`config.mk`:
```
export PLATFORM = sky130hd
export DESIGN_NAME = fpga_trading_core
export DESIGN_NICKNAME = d
export VERILOG_FILES = /design/src/rtl/fpga_trading_core.sv
export SDC_FILE = /design/constraint.sdc
export NUM_CORES = 1
export LEC_CHECK = 0
export BUFFER_PORTS_ARGS = -buffer_cell sky130_fd_sc_hd__buf_2
export CAP_MARGIN = 0
export CORE_UTILIZATION = 62
export CTS_CLUSTER_SIZE = 40
export DETAILED_ROUTE_END_ITERATION = 12
export PLACE_DENSITY = 0.82
export RECOVER_POWER = 25
export SLEW_MARGIN = 25
export SYNTH_ARGS = -nofsm -noshare
export SYNTH_HDL_FRONTEND = slang
export SYNTH_SLANG_ARGS = --single-unit
export TNS_END_PERCENT = 10
```
`constraint.sdc`:
```
create_clock -name clk -period 5.4 [get_ports clk]
set_input_delay 0.81 -clock clk [delete_from_list [all_inputs] [get_ports clk]]
set_output_delay 0.81 -clock clk [all_outputs]
set_load 0.05 [all_outputs]
```
`src/rtl/fpga_trading_core.sv`:
```
// fpga_trading_core: top-of-book spread trigger gated by a mid-price momentum predictor
module fpga_trading_core #(
  parameter int unsigned SPREAD_THRESHOLD = 5,
  parameter int unsigned PRICE_W          = 32,
  parameter int unsigned SIZE_W           = 32,
  parameter bit          AI_BYPASS        = 1'b1
) (
  input  logic               clk,
  input  logic               rst_n,
  input  logic               market_data_valid,
  input  logic [PRICE_W-1:0] market_data_price,
  input  logic [SIZE_W-1:0]  market_data_size,
  input  logic               market_data_side,
  output logic               send_order
);
  logic [PRICE_W-1:0] best_bid_price, best_ask_price, bid_d, ask_d;
  logic               bid_ok_q, ask_ok_q, bid_ok_d, ask_ok_d;
  logic [PRICE_W:0]   prev_mid_q, prev_mid_d, mid, spread;
  logic               ai_prediction, ai_d, cond, send_order_q;
  logic               bid_upd, ask_upd, mid_upd;
  // Book next state, predictor next state and the trade condition on the current book
  always_comb begin
    bid_upd    = market_data_valid & ~market_data_side;
    ask_upd    = market_data_valid & market_data_side;
    bid_d      = bid_upd ? market_data_price : best_bid_price;
    ask_d      = ask_upd ? market_data_price : best_ask_price;
    bid_ok_d   = bid_upd ? (market_data_size != '0) : bid_ok_q;
    ask_ok_d   = ask_upd ? (market_data_size != '0) : ask_ok_q;
    mid        = ({1'b0, bid_d} + {1'b0, ask_d}) >> 1;
    mid_upd    = market_data_valid & bid_ok_d & ask_ok_d;
    prev_mid_d = mid_upd ? mid : prev_mid_q;
    ai_d       = AI_BYPASS ? 1'b1 : (mid_upd ? (mid >= prev_mid_q) : ai_prediction);
    spread     = {1'b0, best_ask_price} - {1'b0, best_bid_price};
    cond       = bid_ok_q & ask_ok_q & (best_ask_price > best_bid_price)
               & (spread > (PRICE_W+1)'(SPREAD_THRESHOLD)) & ai_prediction;
  end
  // State register; prediction resets high when the model is bypassed
  always_ff @(posedge clk or negedge rst_n) begin
    if (!rst_n) begin
      best_bid_price <= '0;
      best_ask_price <= '0;
      bid_ok_q       <= 1'b0;
      ask_ok_q       <= 1'b0;
      prev_mid_q     <= '0;
      ai_prediction  <= AI_BYPASS;
      send_order_q   <= 1'b0;
    end else begin
      best_bid_price <= bid_d;
      best_ask_price <= ask_d;
      bid_ok_q       <= bid_ok_d;
      ask_ok_q       <= ask_ok_d;
      prev_mid_q     <= prev_mid_d;
      ai_prediction  <= ai_d;
      send_order_q   <= cond;
    end
  end
  assign send_order = send_order_q;
endmodule

```
==> results of run 1 <==
==> cell families (layout without fill, tap and decap cells) <==
kind of cell	after synthesis	after routing
mux	35	35
simple gates	174	174
fa+ha+maj	33	33
buf+inv	74	133
compound gates	166	166
flops	67	67
xor+xnor	8	8
==> worst min path at each step <==
stage / startpoint / to / slack [ns] / cells past startpoint
after global placement: best_ask_price[0] / best_ask_price[0] / 0.49 / 1
after floorplan: ask_ok_q / ask_ok_q / 0.45 / 2
after global routing: best_ask_price[5] / best_ask_price[5] / 0.52 / 1
final: best_ask_price[0] / best_ask_price[0] / 0.51 / 1
after detailed placement: best_ask_price[0] / best_ask_price[0] / 0.50 / 1
after CTS: best_ask_price[0] / best_ask_price[0] / 0.51 / 1
==> worst max-delay path: cells and delay by family, from the launching register on <==
kind / cells / cell delay [ns]
compound gates: 4 / 0.99
fa+ha+maj: 2 / 0.64
flops: 1 / 0.39
simple gates: 5 / 1.10
==> Yosys cell counts (all sizes together) (6+ instances only) <==
cell type | count | area share
nand4 | 17 | 0.022
mux2 | 33 | 0.076
o21a | 11 | 0.018
nand3 | 13 | 0.013
a211oi | 8 | 0.014
a21oi | 35 | 0.038
xor2 | 6 | 0.011
nor3 | 12 | 0.012
nor2 | 21 | 0.018
clkbuf | 17 | 0.018
inv | 46 | 0.036
nand2b | 7 | 0.0090
buf | 11 | 0.019
ha | 32 | 0.082
o211ai | 6 | 0.010
nand2 | 69 | 0.053
nor4 | 14 | 0.018
dfrtp | 67 | 0.35
o21ai | 59 | 0.062
==> power breakdown <==
group | leakage, uW | total [uW] | switching (uW) | internal, uW
registers | 0.000802 | 601 | 31.1 | 570
logic | 0.00146 | 977 | 614 | 363
clock network | 0.000108 | 483 | 211 | 272
==> area by class of cell <==
class                   count  area [um^2]
flip-flops and latches     67         1677
fillers                   571         2007
clock inverters             6        88.84
multi-input cells         416         2839
inverters                  46        172.7
repair buffers             71        362.8
clock buffers              10        137.6
well taps                  99        123.9
==> sequential cells by signal (all words and copies together) (netlist names) <==
register and cells:
best_ask_price 32, bid_ok_q 1, ask_ok_q 1, best_bid_price 32
send_order 1
==> per-stage QoR <==
| stage | hold WS, ns | worst slack, ns | utilization |
|---|---|---|---|
| 6_report | 0.5107 | 2.167 | 0.7291 |
| 5_1_grt | 0.5240 | 2.000 | 0.7291 |
| 4_1_cts | 0.5141 | 2.261 | 0.7291 |
| 3_5_place_dp | 0.4958 | 2.295 | 0.6985 |
| 3_3_place_gp | 0.4873 | 2.321 | 0.6985 |
| 2_1_floorplan | 0.4500 | 2.738 | - |
==> cells in the final DEF (no fill, tap or decap), drive strengths merged, types with 3 or more instances in the layout <==
master,n
a211oi,8
nor2,21
o211ai,6
mux2,33
nand2b,7
a311oi,3
o31ai,3
xor2,6
buf,71
nor4,14
o21a,11
nand3,13
nand4b,3
nor2b,3
nand2,69
o21bai,5
dfrtp,67
o21ai,59
o22ai,5
o32ai,5
a21o,4
a21oi,35
nor3,12
clkbuf,10
nand4,17
inv,46
ha,32
a2111oi,3
==> routing by layer <==
| metal | routed length (um) | GRT usage | up-vias |
|---|---|---|---|
| li1 | - | - | 2138 |
| met1 | 5936 | 0.4625 | 2208 |
| met2 | 6200 | 0.5404 | 188 |
| met3 | 881 | 0.06061 | 41 |
| met4 | 504 | 0.1586 | 0 |
| met5 | 0 | 0 | - |
==> reports/results.txt, run 1 <==
Die Ht -> 90.52 um
Hold-fix buffers, CTS -> 0
final instance area -> 5401 um^2
crit-path max cell delay -> 0.42 ns
initial antenna violation count -> 0
headroom to the max-slew limit -> 0.4365
status -> finished, final reports clean
yosys warns -> 0
CP Cell Sequence -> ha_1 -> fa_1 -> nand2b_1 -> a21oi_1 -> o21ai_1 -> o211ai_1 -> and4_1 -> nand4b_1 -> nor4b_1 -> nand4_1 -> o31a_1
compound-cell area share of the yosys netlist -> 0.2235
largest net degree at the start of global routing -> 68
Clk Latency, worst-skew pair -> 0.35 ns
Hold Violations, Final -> 0
CTS Buffer Depth -> 2
GPL Wtd Cong -> 1.023
vias in the first global route -> 4,558
wire length per cell -> 18.91 um
maximum clock rate -> 309.3 MHz
Area Overhead vs Synth -> 11.18%
Starting Density -> 0.6558
Lkg Pwr -> 0.002370 uW
vias -> 4,575
final wirelength -> 13,520 um
Synth Register Bits -> 67
Max VDD drop -> 249.9 uV
post-synthesis simple-gate area fraction -> 0.1777
post-synthesis xor/xnor area fraction -> 0.01442
final setup vio count -> 0
Placed Area -> 5175 um^2
core area -> 7408 um^2
first-pass GRT wire length -> 22,390 um
Max-Cap Viols -> 0
layout cells sized above 1 -> 0.2305
Die X-Extent -> 90.52 um
Top FF cell, synth -> dfrtp_1
Reg2Reg Depth -> 11
Worst path slowest cell -> nor4b_1
sequential share of the synthesized area -> 0.3451
CP arrival -> 3.48 ns
Root Buffer -> clkbuf_8
# diodes -> 0
syn nets -> 658
RR Startpoint -> best_bid_price[0]
# H-tree levels -> 3
grt ovf -> 0
crit-path max FO -> 6
fin nets -> 712
syn avg cell area -> 8.722 um^2
Worst-Margin Slew -> 0.8452 ns
Post-synth ARST share -> 1.000
TritonCTS Buffers -> 9
startpoint types -> flip-flop
Finished Layout Cells -> 715
r2r setup slk -> 2.17 ns
Synth cell types -> 69
DRT antenna net count -> 0
mux cell area share after synthesis -> 0.08061
adder-cell share of the synthesized area -> 0.08653
Syn Inst Count -> 557
overall power -> 2062 uW
Rows -> 31
post-CTS setup buffers -> 0
sinks on the clock net -> 67
crit path time final -> 3.233 ns
max-slew violation count -> 0
setup TNS -> 0 ns
timing endpoint of the critical path -> send_order
port buffer count -> 68
Critical R2R Capture -> send_order
Top Ports -> 69
Via density -> 6.399
initial drt markers -> 412
DRT Pass-1 Iters -> 5
Post-Syn Area -> 4858 um^2
main combinational cell family by area after synthesis -> compound AO/OA/AOI/OAI gates
# DRC -> 0
Clock transition at path regs -> 0.08 ns
Post-DP HPWL -> 10,390 um
final period utilization -> 0.5986
CTS tree -> built
PostCTS Resize Cnt -> 0
Tot GR Track Use -> 0.3442
number of flops mapped to enable cells by yosys -> 0
Die Footprint -> 8194 um^2
CP Capture Type -> flip-flop
PD cells -> 381.7 nW/um^2
RSZ-0062 raised after global routing -> false
worst hold path class -> flip-flop to flip-flop
data required time of the worst path -> 5.64 ns
Clock Skews -> 0.007997 ns
crit path from -> best_bid_price[0]
crit path kind -> flip-flop to flip-flop
placed cells -> 699
Power figures use the tool's default switching activity.
==> run 2, diff against run 1 <==
- ABC_AREA: not set -> 1
- CORE_UTILIZATION: 62 -> 54
- PLACE_DENSITY: 0.82 -> 0.75
- clock period: 5.4 -> 2.8 ns (I/O delays scaled with it)
==> reports/results.txt, run 2 <==
PostCTS Resize Cnt -> 0
leading area contributor after synthesis -> dfrtp_1
commonest non-fill, non-tap cell in the layout -> nand2_1
CP Capture Type -> flip-flop
CP arrival -> 2.62 ns
Synth Register Bits -> 67
syn avg cell area -> 6.160 um^2
number of flops mapped to enable cells by yosys -> 0
initial drt markers -> 376
syn nets -> 972
Lkg Pwr -> 0.003581 uW
Clk Latency, worst-skew pair -> 0.37 ns
Root Buffer -> clkbuf_8
Worst-Margin Slew -> 1.469 ns
final instance area -> 6023 um^2
port buffer count -> 68
Synth cell types -> 25
largest net degree at the start of global routing -> 67
Top FF cell, synth -> dfrtp_1
fin nets -> 1,038
Max-Cap Viols -> 0
wire length per cell -> 12.33 um
post-CTS setup buffers -> 0
max-slew violation count -> 0
DRT Pass-1 Iters -> 5
first-pass GRT wire length -> 22,630 um
Clock transition at path regs -> 0.08 ns
Clock Skews -> 0.01034 ns
Rows -> 36
setup TNS -> 0 ns
count leader, synth -> nand2_1
commonest cells after routing, fill and taps aside -> nand2_1 (305), inv_1 (179), o21ai_0 (70)
startpoint types -> flip-flop
Die Ht -> 101.7 um
final period utilization -> 0.8428
layout cells sized above 1 -> 0.1210
worst hold path class -> input port to flip-flop
# diodes -> 0
core area -> 9684 um^2
Die X-Extent -> 101.7 um
utilization after layout -> 0.6220
vias -> 5,426
final wirelength -> 13,250 um
maximum clock rate -> 423.8 MHz
Hold-fix buffers, CTS -> 0
Post-Syn Area -> 5365 um^2
Placed Area -> 5844 um^2
Syn Inst Count -> 871
# DRC -> 0
Hold Violations, Final -> 0
headroom to the max-slew limit -> 0.02063
RSZ-0062 raised after global routing -> false
CTS tree -> built
Tot GR Track Use -> 0.2829
Starting Density -> 0.5540
Top Registers -> best_ask_price (32), best_bid_price (32)
DRT antenna net count -> 0
Commonest cells post-synth -> nand2_1 (307), inv_1 (179), o21ai_0 (70)
Post-DP HPWL -> 10,490 um
initial antenna violation count -> 0
sinks on the clock net -> 67
sequential share of the synthesized area -> 0.3125
hold path depth -> 3
PD cells -> 618.1 nW/um^2
vias in the first global route -> 4,959
Area Overhead vs Synth -> 12.27%
crit path time final -> 2.360 ns
leading post-synthesis cells by cell area -> dfrtp_1 (31%), nand2_1 (21%), inv_1 (13%)
grt ovf -> 0
TritonCTS Buffers -> 9
crit path kind -> flip-flop to flip-flop
CTS Buffer Depth -> 2
Top Ports -> 69
Die Footprint -> 10,340 um^2
GPL Wtd Cong -> 0.9920
data required time of the worst path -> 3.06 ns
Via density -> 5.047
Reg2Reg Depth -> 14
# H-tree levels -> 3
final setup vio count -> 0
yosys warns -> 0
status -> finished, final reports clean
crit-path max FO -> 5
Post-synth ARST share -> 1.000
Max VDD drop -> 325.0 uV
share of the synthesized area in the top cell type -> 0.3125
-- run 2: critical path: stages (launching register included) --
cell     delay (ns)
dfrtp_1        0.39
ha_1           0.41
nand2_1        0.10
nor2_1         0.31
nand3_1        0.18
nand3_2        0.15
nand2_1        0.09
nand3_1        0.09
nand2_1        0.05
nand2_1        0.09
nand3_1        0.09
nor2_1         0.11
nand4_1        0.09
nand2_1        0.06
inv_1          0.03
-- run 2: routing by layer --
layer,vias up,track usage,routed length [um],part of all wire
met2,175,0.4444,5761,0.43
met5,-,0,0,0
met1,2408,0.3965,6376,0.48
met3,25,0.05383,893,0.067
met4,0,0.07915,220,0.017
li1,2818,-,-,-
-- run 2: power breakdown --
group	total, uW	leakage (uW)	switching (uW)	internal [uW]
Combinational	1770	0.00266	1180	597
Sequential	1160	0.000828	70.0	1090
Clock	792	0.0000956	397	395
Total	3720	0.00358	1640	2080
-- run 2: layout make-up --
| cell class | instances | area (um^2) |
|---|---|---|
| timing repair buffer | 70 | 351.6 |
| clock inverter | 3 | 21.27 |
| clock buffer | 13 | 168.9 |
| tap | 133 | 166.4 |
| inverter | 187 | 701.9 |
| multi-input combinational | 602 | 2937 |
| sequential | 67 | 1677 |
| fill | 971 | 3661 |
-- run 2: cells by family after synthesis --
| group | share of synthesized area |
|---|---|
| xor+xnor | 0.003266 |
| compound gates | 0.09445 |
| fa+ha+maj | 0.07836 |
| flops | 0.3125 |
| buf+inv | 0.1420 |
| simple gates | 0.3694 |
-- run 2: worst paths after layout --
kind	start	slack [ns]	endpoint
hold reg to reg	best_bid_price[25]	0.49	best_bid_price[25]
setup / recovery	best_ask_price[8]	0.44	send_order
max in group asynchronous	rst_n	0.69	best_ask_price[11]
setup reg to reg	best_ask_price[8]	0.44	send_order
hold / removal	market_data_price[4]	0.31	best_bid_price[4]
min in group asynchronous	rst_n	0.39	best_bid_price[6]
-- run 2: through the flow --
step	power (uW)	hold slack [ns]	setup WS, ns	cells
after detailed placement	2915	0.4730	0.4673	1059
after global placement	2906	0.4659	0.4873	1059
after floorplan	2464	0.1244	0.6765	871
after global routing	4049	0.3221	0.1766	1075
after CTS	3713	0.08893	0.4533	1075
final	3723	0.3075	0.4403	1075
